**src/rtl/serial_word_feeder.sv**
```systemverilog
// Parallel-to-serial feeder for the downstream sequence detectors: accepts
// WIDTH-bit words on a valid/ready handshake and emits one bit per clock.
module serial_word_feeder #(
  parameter int WIDTH      = 6,
  parameter bit MSB_FIRST  = 1'b1,
  parameter bit IDLE_LEVEL = 1'b0
) (
  input  logic             clk,
  input  logic             reset,
  input  logic [WIDTH-1:0] data_in,
  input  logic             load_valid,
  output logic             load_ready,
  input  logic             flush,
  output logic             dout,
  output logic             dout_valid,
  output logic             last,
  output logic             busy
);

  localparam int CW = $clog2(WIDTH);

  typedef enum logic {
    IDLE,
    SHIFT
  } state_t;

  state_t           state, state_next;
  logic [WIDTH-1:0] sreg, sreg_next;
  logic [WIDTH-1:0] hold, hold_next;
  logic             hold_full, hold_full_next;
  logic [CW-1:0]    cnt, cnt_next;
  logic             accept;
  logic             at_last;
  logic [WIDTH-1:0] sreg_shifted;

  assign load_ready   = ~hold_full & ~reset & ~flush;
  assign accept       = load_valid & load_ready;
  assign at_last      = (state == SHIFT) && (cnt == CW'(WIDTH - 1));
  assign busy         = (state == SHIFT) | hold_full;
  assign sreg_shifted = MSB_FIRST ? {sreg[WIDTH-2:0], 1'b0} : {1'b0, sreg[WIDTH-1:1]};

  // Outputs are decoded from registered state only, so the detector's din
  // never sees a combinational path from the handshake inputs.
  always_comb begin
    dout       = IDLE_LEVEL;
    dout_valid = 1'b0;
    last       = 1'b0;
    if (state == SHIFT) begin
      dout       = MSB_FIRST ? sreg[WIDTH-1] : sreg[0];
      dout_valid = 1'b1;
      last       = at_last;
    end
  end

  always_comb begin
    // NOTE: every next-state signal gets a default first so no path through
    // the case below can leave one unassigned and infer a latch.
    state_next     = state;
    sreg_next      = sreg;
    hold_next      = hold;
    hold_full_next = hold_full;
    cnt_next       = cnt;

    if (flush) begin
      state_next     = IDLE;
      sreg_next      = '0;
      hold_full_next = 1'b0;
      cnt_next       = '0;
    end else begin
      unique case (state)
        IDLE: begin
          if (accept) begin
            sreg_next  = data_in;
            cnt_next   = '0;
            state_next = SHIFT;
          end
        end
        SHIFT: begin
          if (at_last) begin
            // Reloading at the word boundary keeps the bit stream gap-free.
            cnt_next = '0;
            if (hold_full) begin
              sreg_next      = hold;
              hold_full_next = 1'b0;
            end else if (accept) begin
              sreg_next = data_in;
            end else begin
              state_next = IDLE;
            end
          end else begin
            sreg_next = sreg_shifted;
            cnt_next  = cnt + CW'(1);
            if (accept) begin
              hold_next      = data_in;
              hold_full_next = 1'b1;
            end
          end
        end
        default: state_next = IDLE;
      endcase
    end
  end

  // NOTE: sequential state uses non-blocking assignments so every register
  // samples the pre-edge values, independent of process ordering.
  always_ff @(posedge clk or posedge reset) begin
    if (reset) begin
      state     <= IDLE;
      sreg      <= '0;
      hold      <= '0;
      hold_full <= 1'b0;
      cnt       <= '0;
    end else begin
      state     <= state_next;
      sreg      <= sreg_next;
      hold      <= hold_next;
      hold_full <= hold_full_next;
      cnt       <= cnt_next;
    end
  end

endmodule
```
**config.mk**
```make
export PLATFORM = sky130hd
export DESIGN_NAME = serial_word_feeder
export DESIGN_NICKNAME = d
export VERILOG_FILES = /design/src/rtl/serial_word_feeder.sv
export SDC_FILE = /design/constraint.sdc
export NUM_CORES = 1
export LEC_CHECK = 0
export ABC_AREA = 1
export CAP_MARGIN = 20
export CORE_ASPECT_RATIO = 1.5
export CORE_MARGIN = 3
export CORE_UTILIZATION = 45
export DETAILED_ROUTE_END_ITERATION = 10
export GPL_ROUTABILITY_DRIVEN = 0
export PLACE_DENSITY_LB_ADDON = 0.15
export SYNTH_ARGS = -nofsm -noshare
export SYNTH_HDL_FRONTEND = slang
export SYNTH_SLANG_ARGS = --single-unit
```
**constraint.sdc**
```tcl
create_clock -name clk -period 1.3 [get_ports clk]
set_input_delay 0.13 -clock clk [delete_from_list [all_inputs] [get_ports clk]]
set_output_delay 0.13 -clock clk [all_outputs]
set_load 0.05 [all_outputs]
```
-- Word level (Yosys, flattened, before mapping)
Cells that the tools add are included.
- register bits: 17
- latch bits: 0
- memory bits (writable): 0
- ROM bits: 0
- bits of input ports: 10
- output and inout port bits: 5
- logic and storage cells: 43
- memories kept: 0
- $add $sub $neg: 1
- $mul: 0
- divide/modulo/power cells: 0
- magnitude comparators: 0
- eq/ne operators: 2
- shift-type cells: 0
- multiplexer cells: 21
- bitwise logic cells: 9
- reduce and logical (&&, ||, !) cells: 5
- operator list (operator ; count):
    2-to-1 mux 6 bit ; 4
    case mux 6 bit (2 select lines) ; 1
    2-to-1 mux 1 bit ; 11
    2-to-1 mux 3 bit ; 3
    case mux 3 bit (2 select lines) ; 1
    NOT 1 bit ; 5
    AND reduction 4 bit ; 1
    adder 3 x 1 -> 3 bit, second input constant ; 1
    bitwise AND 1 bit ; 3
    == test 3 bit, second input constant ; 1
    != test 3 bit, second input constant ; 1
    nonzero test 3 bit ; 1
    case mux 1 bit (2 select lines) ; 1
    AND reduction 2 bit ; 1
    nonzero test 2 bit ; 1
    logical AND 1 bit ; 1
    OR 1 bit ; 1

-- Logic depth before layout (Yosys ltp)
Gate-level depths: netlist of run 1.
- depth in word-level cells: 9
- depth in mapped cells: 9
- depth with buffers taken out: 9

-- Worst setup path after synthesis of run 1
No wires, ideal clock.
- path type: register to register
- start point: register hold_full
- end point: register sreg[0]
- setup time: 0.064 ns
- arrival: 1.558 ns
- required time: 1.236 ns
- slack: -0.322 ns
- stages on the path, launching flop included: 7
- path buffers: 1
- period minus slack after synthesis: 1.622 ns
- cell sequence: dfrtp_1 -> buf_6 -> nor3_2 -> nand3_1 -> nand3_1 -> o21ai_1 -> inv_1
- longest elaborated chain between the ends: 9
- ends and longest elaborated chain (element ; line ; source):
    start, declared ; 30 ; logic hold_full, hold_full_next;
    start signal, assigned ; 117 ; hold_full <= hold_full_next;
    NOT 1 bit * ; 36 ; assign load_ready = ~hold_full & ~reset & ~flush;
    bitwise AND 1 bit * (2 in a row) ; 36 ;
    named net load_ready ; 12 ; output logic load_ready,
    bitwise AND 1 bit * ; 37 ; assign accept = load_valid & load_ready;
    2-to-1 mux 6 bit * ; - ;
    2-to-1 mux 6 bit ; 82 ; if (hold_full) begin
    2-to-1 mux 6 bit ; 79 ; if (at_last) begin
    case mux 6 bit (2 select lines) * ; 70 ; unique case (state)
    2-to-1 mux 6 bit * ; 64 ; if (flush) begin
    named net sreg_next[0] ; 28 ; logic [WIDTH-1:0] sreg, sreg_next;
    end signal, assigned ; 115 ; sreg <= sreg_next;
    end, declared ; 28 ;
Mark *: on every way through the listed nets, which the timed path passes. The rest lies on a longest branch.
A chain may end at the register's enable or synchronous reset.

-- Worst setup path after layout of run 1
- start point: register cnt[1]
- end point: output last
- longest elaborated chain between the ends: 3
- ends and longest elaborated chain (element ; line ; source):
    start, declared ; 31 ; logic [CW-1:0] cnt, cnt_next;
    start signal, assigned ; 118 ; cnt <= cnt_next;
    == test 3 bit ; 38 ; assign at_last = (state == SHIFT) && (cnt == CW'(WIDTH - 1));
    logical AND 1 bit ; 38 ;
    2-to-1 mux 1 bit ; 48 ; if (state == SHIFT) begin
    end, declared ; 16 ; output logic last,
Every way passes these cells.

==> results of run 1 <==
worst max-delay path by stage:
stage	end	slack, ps	from	cells after the start
after floorplan	sreg[2]$_DFF_PP0_	-120	cnt[1]$_DFFE_PP0P_	9
after global placement	hold[5]$_DFFE_PP0P_	-160	reset	7
after detailed placement	hold[4]$_DFFE_PP0P_	-210	reset	7
after CTS	last	-200	cnt[1]$_DFFE_PP0P_	6
after global routing	last	-220	cnt[1]$_DFFE_PP0P_	6
final	last	-170	cnt[1]$_DFFE_PP0P_	6
cell families (layout without fill, tap and decap cells):
logic type      Yosys count  count (layout)  share of synthesized area
compound gates           22              22                      0.132
xor+xnor                  1               1                    0.00874
fa+ha+maj                 2               2                     0.0250
buf+inv                  24              62                      0.112
flops                    17              17                      0.424
simple gates             59              60                      0.297
timing repair:
action	in CTS	in global routing
cloned	1	1
setup endpoints to repair	12	19
buffers inserted	5	4
pin swaps	4	4
resized for setup	6	12
state kept, by name (all words and copies together) (netlist names):
signal and cells:
cnt 3, state 1, hold 6, sreg 6, hold_full 1
layout make-up:
type	instances	area [um^2]	share of cell area
Clock buffer	4	26.3	0.0180
Inverter	21	86.3	0.0591
Tap cell	22	27.5	0.0188
Multi-Input combinational cell	85	505	0.346
Sequential cell	17	428	0.293
Timing Repair Buffer	36	382	0.261
Timing Repair inverter	1	6.26	0.00428
worst reg2reg max path, delay by kind of cell, from the launching register on:
family          cells  cell delay [ps]
simple gates        4              430
flops               1              400
buf+inv             2              260
fa+ha+maj           1              200
compound gates      1               50
where the power goes:
| group | leakage (uW) | switching, uW | internal (uW) | total, uW |
|---|---|---|---|---|
| clock network | 0.0000150 | 173 | 119 | 293 |
| logic | 0.000521 | 217 | 191 | 408 |
| registers | 0.000223 | 53.1 | 605 | 658 |
| total | 0.000758 | 443 | 916 | 1360 |
layer usage:
| metal | up-vias | global-route usage |
|---|---|---|
| met3 | 12 | 0.0225 |
| met4 | 0 | 0.0906 |
| met1 | 479 | 0.250 |
| met2 | 45 | 0.345 |
| met5 | - | 0 |
| li1 | 482 | - |
per-stage QoR:
step,setup slack [ps],utilization
after CTS,-199,0.677
final,-171,0.704
after global placement,-165,0.627
after floorplan,-121,-
after detailed placement,-208,0.627
after global routing,-218,0.704
layout by cell type (no fill, tap or decap), drive strengths merged:
cell           instances
a21oi                  5
buf                   27
clkbuf                 4
clkdlybuf4s50          8
clkinv                 1
dfrtp                 17
dlymetal6s2s           1
ha                     2
inv                   21
nand2                 31
nand3                 13
nand4                  2
nor2                  12
nor3                   2
o211ai                 3
o21ai                 14
xnor2                  1
==> impl_metrics.toml, run 1 <==
[outcome]
outcome = "finished with violations"
violations = "setup timing"

[synthesis]
async_flop_share = 1.00
syn_nets = 137
synth_top_area_share = 0.424
netlist_top_cells_count = "29 x nand2_1, 17 x dfrtp_1, 17 x inv_1"
synth_most_common_cell = "nand2_1"
seq_area_frac_synth = 0.424
synth.avg_cell_area_um2 = 8.02
yosys.area.top_type = "dfrtp_1"
synth_seq_cells = 17
synth_cell_types = 21
synth_cells = 125
synth_area_um2 = 1000
ys.flop_type = "dfrtp_1"
synth_edf_count = 0
ys_top_cells_by_area = "dfrtp_1 42%, nand2_1 11%, inv_1 6.4%, nand3_1 5.5%, o21ai_0 4.0%"
ys_warn_count = 0

[route]
wl_met3_um = 170
dr.pass1.iters = 4
vias = 1018
wl_met1_um = 1040
wl_per_cell_um = 14.8
drt_wl_total_um = 2760
wl_met2_um = 1450
highest_layer = "met4"
drc = 0
vias_per_cell = 5.47
initialDrtViolationCount = 40
ant_nets = 0

[sta]
clock_skew_ps = 2.19
slew_violations = 0
fin_setup_tns_ps = -1600
finalCriticalPeriod_ps = 1470
hold_violations = 0
whs_ps = 120
min_period_over_period = 1.13
maxSlewHeadroom = 0.744
max_slew.worst_pin.slew_ps = 381
setup_viol = 15
rsz0062_at_grt = "true"
layout_setup_ws_ps = -171
fmax_mhz = 680

[cts]
cts_tree = "yes"
clkSinkCount = 17
clk_pin_slew_ps = 100
clk_path_buf_depth = 2
cts_hold_buf = 0
cts_made_buffers = 3
cts-root-buf = "clkbuf_4"
h-tree-depth = 1
clk_latency_ps = 290

[worst_hold_path]
hp-class = "in -> async"

[critical_path]
cp.required_ps = 1170
critPathLaunchType = "flop"
worstRegToRegCells = 8
max_stage_delay_ps = 390
critPathMaxFanout = 3
reg2reg_slack_ps = -150
worstReg2RegStart = "cnt[0]$_DFFE_PP0P_"
rr_endpoint = "hold[4]$_DFFE_PP0P_"
cp_top_family = "flip-flops"
path_cells = "inv_1 -> ha_2 -> nand2_4 -> nor2_4 -> buf_6 -> buf_12"
endpoint_kind = "output port"
crit_type = "reg -> out"
cp.arrival_ps = 1340
path_buf_inv = 3
worst_path_max_delay_cell = "dfrtp_1"

[floorplanning]
ios = 15
core-area_um2 = 2080
start_util = 0.483
die-area_um2 = 2840
die_w_um = 44.5
placementRows = 20
die_y_um = 63.8

[finish]
antenna_cells = 0
stdcell_area_um2 = 1460
filler_cell_count = 178
drive_above_1_share = 0.335
finalNetCount = 177
fin_cells = 186
synthToLayoutAreaGrowth_pct = 45.8

[global_route]
grtUsageTotal = 0.204
grt_pass1_vias = 966
grt_max_degree = 18
grt_pass1_wl_um = 4360
grt-ovfl-total = 0
antenna_found_initial = 0

[power_and_ir_drop]
leakage_uw = 0.000758
p_per_area_nw_per_um2 = 930
vdd_drop_max_mv = 0.674
finalPower_uw = 1360

[placement]
hpwl_um = 1830
placedInstanceArea_um2 = 1300
placed_cells = 171
port_buffers = 14

[job]
drv_cap = 0
(Power assumes the default switching activity.)
==> run 2: changes to the inputs <==
Settings changed: CORE_MARGIN 3 to not set, CORE_UTILIZATION 45 to 47.
==> run 2 against run 1 <==
  * The flow still finishes with violations (setup timing)
  * Sequential share of layout area fell by 0.99 points
  * Setup slack better by 22 ps
  * Total power up 2.2%
  * Clock skew down 1.4 ps
  * Combinational power up 3%
  * Global-route usage up 5.7 points
  * Maximum frequency rose by 1.5%
  * Sequential cell count stayed put
  * Cell area is 3.5% higher
  * Final cell count unchanged
  * Sequential power up 2%
  * Register-to-register slack improved by 90 ps
==> impl_metrics.toml, run 2 (synthesis gave the netlist of run 1 again) <==
[route]
vias_per_cell = 5.43
initialDrtViolationCount = 60
dr.pass1.iters = 5
ant_nets = 0
wl_per_cell_um = 15.2
drc = 0
drt_wl_total_um = 2830
vias = 1010

[cts]
clk_latency_ps = 300
cts_made_buffers = 3
cts_tree = "yes"
cts_hold_buf = 0
cts-root-buf = "clkbuf_4"
clk_pin_slew_ps = 110
h-tree-depth = 1
clkSinkCount = 17
clk_path_buf_depth = 2

[floorplanning]
ios = 15
core-area_um2 = 2030
die_w_um = 39.7
die_y_um = 58.6
die-area_um2 = 2320
start_util = 0.494
placementRows = 20

[sta]
rsz0062_at_grt = "true"
fmax_mhz = 690
min_period_over_period = 1.12
clock_skew_ps = 0.759
setup_viol = 11
slew_violations = 0
whs_ps = 96.7
max_slew.worst_pin.slew_ps = 239
maxSlewHeadroom = 0.840
layout_setup_ws_ps = -150
hold_violations = 0
finalCriticalPeriod_ps = 1450
fin_setup_tns_ps = -524

[placement]
port_buffers = 14
hpwl_um = 1850
post-place-ws_ps = -159

[finish]
reg.largest.list = "hold: 6 flops, sreg: 6 flops, cnt: 3 flops"
synthToLayoutAreaGrowth_pct = 50.9
finalNetCount = 177
final_common_cell = "nand2_1"
antenna_cells = 0
drive_above_1_share = 0.402
final_cell_mix = "28 x nand2_1, 17 x buf_4, 15 x dfrtp_1, 14 x inv_1"

[critical_path]
reg2reg_slack_ps = -60
critPathLaunchType = "flop"
crit_type = "reg -> out"
endpoint_kind = "output port"
critPathMaxFanout = 2
rr_endpoint = "sreg[2]$_DFF_PP0_"
worstRegToRegCells = 10
worstReg2RegStart = "cnt[1]$_DFFE_PP0P_"
cp.arrival_ps = 1320
cp.required_ps = 1170

[global_route]
grt_pass1_vias = 978
grt-ovfl-total = 0
antenna_found_initial = 0
grt_pass1_wl_um = 4170
grt_max_degree = 18
grtUsageTotal = 0.261

[power_and_ir_drop]
p_per_area_nw_per_um2 = 918
vdd_drop_max_mv = 0.865
leakage_uw = 0.000776

[outcome]
violations = "setup timing"
outcome = "finished with violations"

[job]
drv_cap = 0

[worst_hold_path]
hp-class = "in -> async"
## run 2: what timing repair did
item	CTS	global route
setup endpoints to repair	7	20
gates cloned	0	1
buffers inserted	6	0
gates resized for setup	12	22
pin swaps	2	11
## run 2: worst max path at each step
stage	cells after the start	start	end	slack, ps
after global placement	7	reset	hold[5]$_DFFE_PP0P_	-110
after global routing	6	cnt[1]$_DFFE_PP0P_	last	-180
after detailed placement	7	reset	hold[4]$_DFFE_PP0P_	-160
after CTS	6	cnt[1]$_DFFE_PP0P_	last	-200
after floorplan	9	cnt[1]$_DFFE_PP0P_	sreg[2]$_DFF_PP0_	-120
final	6	cnt[1]$_DFFE_PP0P_	last	-150
## run 2: metal layers
layer | routed length, um | vias to the layer above | track usage | part of all wire
met1 | 1030 | 465 | 0.282 | 0.36
met5 | 0 | - | 0 | 0
li1 | - | 479 | - | -
met4 | 153 | 0 | 0.138 | 0.054
met2 | 1480 | 48 | 0.459 | 0.52
met3 | 162 | 18 | 0.0415 | 0.057
## run 2: through the flow
| step | instances | area, um^2 | power, uW | util |
|---|---|---|---|---|
| finish | 186 | 1510 | 1390 | 0.746 |
| detailed placement | 175 | 1330 | 1040 | 0.657 |
| global route | 186 | 1510 | 1450 | 0.746 |
| floorplan | 125 | 1020 | 877 | - |
| CTS | 185 | 1440 | 1350 | 0.709 |
| global placement | 175 | 1330 | 1030 | 0.657 |
## run 2: worst max-delay path, cell delays in order, from the launching register on
cell and delay [ps]:
dfrtp_1 410, inv_2 70, ha_4 130, nand2_4 60
nor2_4 130, buf_6 120, buf_12 120
## run 2: where the power goes
group	total (uW)	internal, uW	switching [uW]
sequential	671	605	66.3
clock	298	115	183
combinational	419	194	226
total	1390	914	475
## run 2: layout make-up
cell class | instances | area, um^2
Sequential cell | 17 | 428
Timing Repair Buffer | 37 | 388
Fill cell | 152 | 514
Clock inverter | 1 | 5.00
Clock buffer | 3 | 22.5
Multi-Input combinational cell | 85 | 557
Tap cell | 22 | 27.5
Inverter | 21 | 85.1
==> run 3: changes to the inputs <==
Settings changed: CORE_MARGIN set to 8, SETUP_SLACK_MARGIN set to 0.3, TNS_END_PERCENT set to 1.
==> run 3 against run 2 <==
  * The run still ends with setup timing left
  * Setup slack got worse by 13 ps
  * Global-route usage down 12 points
  * Combinational power down 5.0%
  * Core utilization decreased by 2.8 points
  * Count of clock-buffer cells in the layout stayed put
==> impl_metrics.toml, run 3 (synthesis gave the netlist of run 1 again) <==
[placement]
post-place-ws_ps = -144
hpwl_um = 1870
port_buffers = 14

[cts]
clk_path_buf_depth = 2
cts_tree = "yes"
cts_made_buffers = 3
h-tree-depth = 1
clk_pin_slew_ps = 110
cts-root-buf = "clkbuf_4"
clk_latency_ps = 310
clkSinkCount = 17

[floorplanning]
core-area_um2 = 2030
start_util = 0.494
ios = 15
die_w_um = 53.7
die_y_um = 72.6
die-area_um2 = 3900
placementRows = 20

[sta]
whs_ps = 393
fmax_mhz = 684
layout_setup_ws_ps = -163
slew_violations = 0
setup_viol = 15
rsz0062_at_grt = "true"
min_period_over_period = 1.13
maxSlewHeadroom = 0.832
finalCriticalPeriod_ps = 1460
hold_violations = 0
max_slew.worst_pin.slew_ps = 251
clock_skew_ps = 10.9

[global_route]
grt_pass1_wl_um = 4310
grt_max_degree = 18
grtUsageTotal = 0.145
antenna_found_initial = 0
grt_pass1_vias = 967
grt-ovfl-total = 0

[critical_path]
worstReg2RegStart = "cnt[1]$_DFFE_PP0P_"
cp.required_ps = 1170
critPathLaunch = "cnt[1]$_DFFE_PP0P_"
endpoint = "last"
crit_type = "reg -> out"
critPathMaxFanout = 2
critPathLaunchType = "flop"
reg2reg_slack_ps = -60
endpoint_kind = "output port"
worstRegToRegCells = 10
rr_endpoint = "sreg[0]$_DFF_PP0_"
cp.arrival_ps = 1330

[route]
ant_nets = 0
dr.pass1.iters = 4
vias = 935
drt_wl_total_um = 2490
vias_per_cell = 5.11
drc = 0
initialDrtViolationCount = 17
wl_per_cell_um = 13.6

[finish]
final_common_cell = "nand2_1"
synthToLayoutAreaGrowth_pct = 45.3
final_cell_mix = "26 x nand2_1, 16 x buf_4, 15 x dfrtp_1, 14 x inv_1, 11 x nand3_1"
seqCellArea_um2 = 428
drive_above_1_share = 0.342
reg.largest.list = "hold: 6 flops, sreg: 6 flops, cnt: 3 flops"
filler_cell_count = 157
finalNetCount = 174
multi_input_area_um2 = 504
antenna_cells = 0

[power_and_ir_drop]
leakage_uw = 0.000747
vdd_drop_max_mv = 0.694
p_per_area_nw_per_um2 = 932

[outcome]
violations = "setup timing"
outcome = "finished with violations"

[worst_hold_path]
hp-class = "in -> reg"

[job]
drv_cap = 0
run 3: final cells by class:
type,instances,area share
well taps,22,0.0189
multi-input cells,84,0.346
inverters,21,0.0584
flip-flops and latches,17,0.294
clock buffers,3,0.0155
repair buffers,35,0.264
clock inverters,1,0.00344
run 3: worst min path at each step:
stage	cells past startpoint	end	startpoint	slack (ps)
global placement	2	hold[4]$_DFFE_PP0P_	hold[4]$_DFFE_PP0P_	470
floorplan	1	cnt[0]$_DFFE_PP0P_	reset	60
global route	3	hold[3]$_DFFE_PP0P_	data_in[3]	410
finish	3	hold[4]$_DFFE_PP0P_	data_in[4]	390
detailed placement	2	hold[5]$_DFFE_PP0P_	hold[5]$_DFFE_PP0P_	470
CTS	3	hold[3]$_DFFE_PP0P_	data_in[3]	400
run 3: what timing repair did:
item,4_1_cts,5_1_grt
hold buffers,0,0
setup buffers,3,1
resized for setup,10,11
pin swaps,4,5
setup endpoints to repair,22,22
run 3: critical path, stage by stage (launching register included):
cell and delay, ps:
dfrtp_1 410, inv_2 70, ha_4 130, nand2_4 50
nor2_4 130, buf_12 120, buf_12 120
run 3: layer usage:
metal / GRT usage / vias to the layer above / part of all wire
met4: 0.0845 / 0 / 0.036
met1: 0.164 / 432 / 0.42
li1: - / 472 / -
met3: 0.0409 / 9 / 0.059
met2: 0.229 / 22 / 0.49
met5: 0 / - / 0
run 3: through the flow:
step           TNS, ps  total power [uW]  cell area (um^2)  utilization  cells
3_5_place_dp     -1650              1050              1350        0.664    175
6_report          -693              1360              1460        0.719    183
4_1_cts          -1090              1360              1420        0.702    182
5_1_grt          -1810              1440              1460        0.719    183
2_1_floorplan     -746               872              1010            -    125
3_3_place_gp     -1180              1040              1350        0.664    175
run 3: power breakdown:
part,switching (uW),total (uW),internal (uW)
Clock,181,296,115
Sequential,58.4,663,605
Combinational,206,398,191
Total,445,1360,911
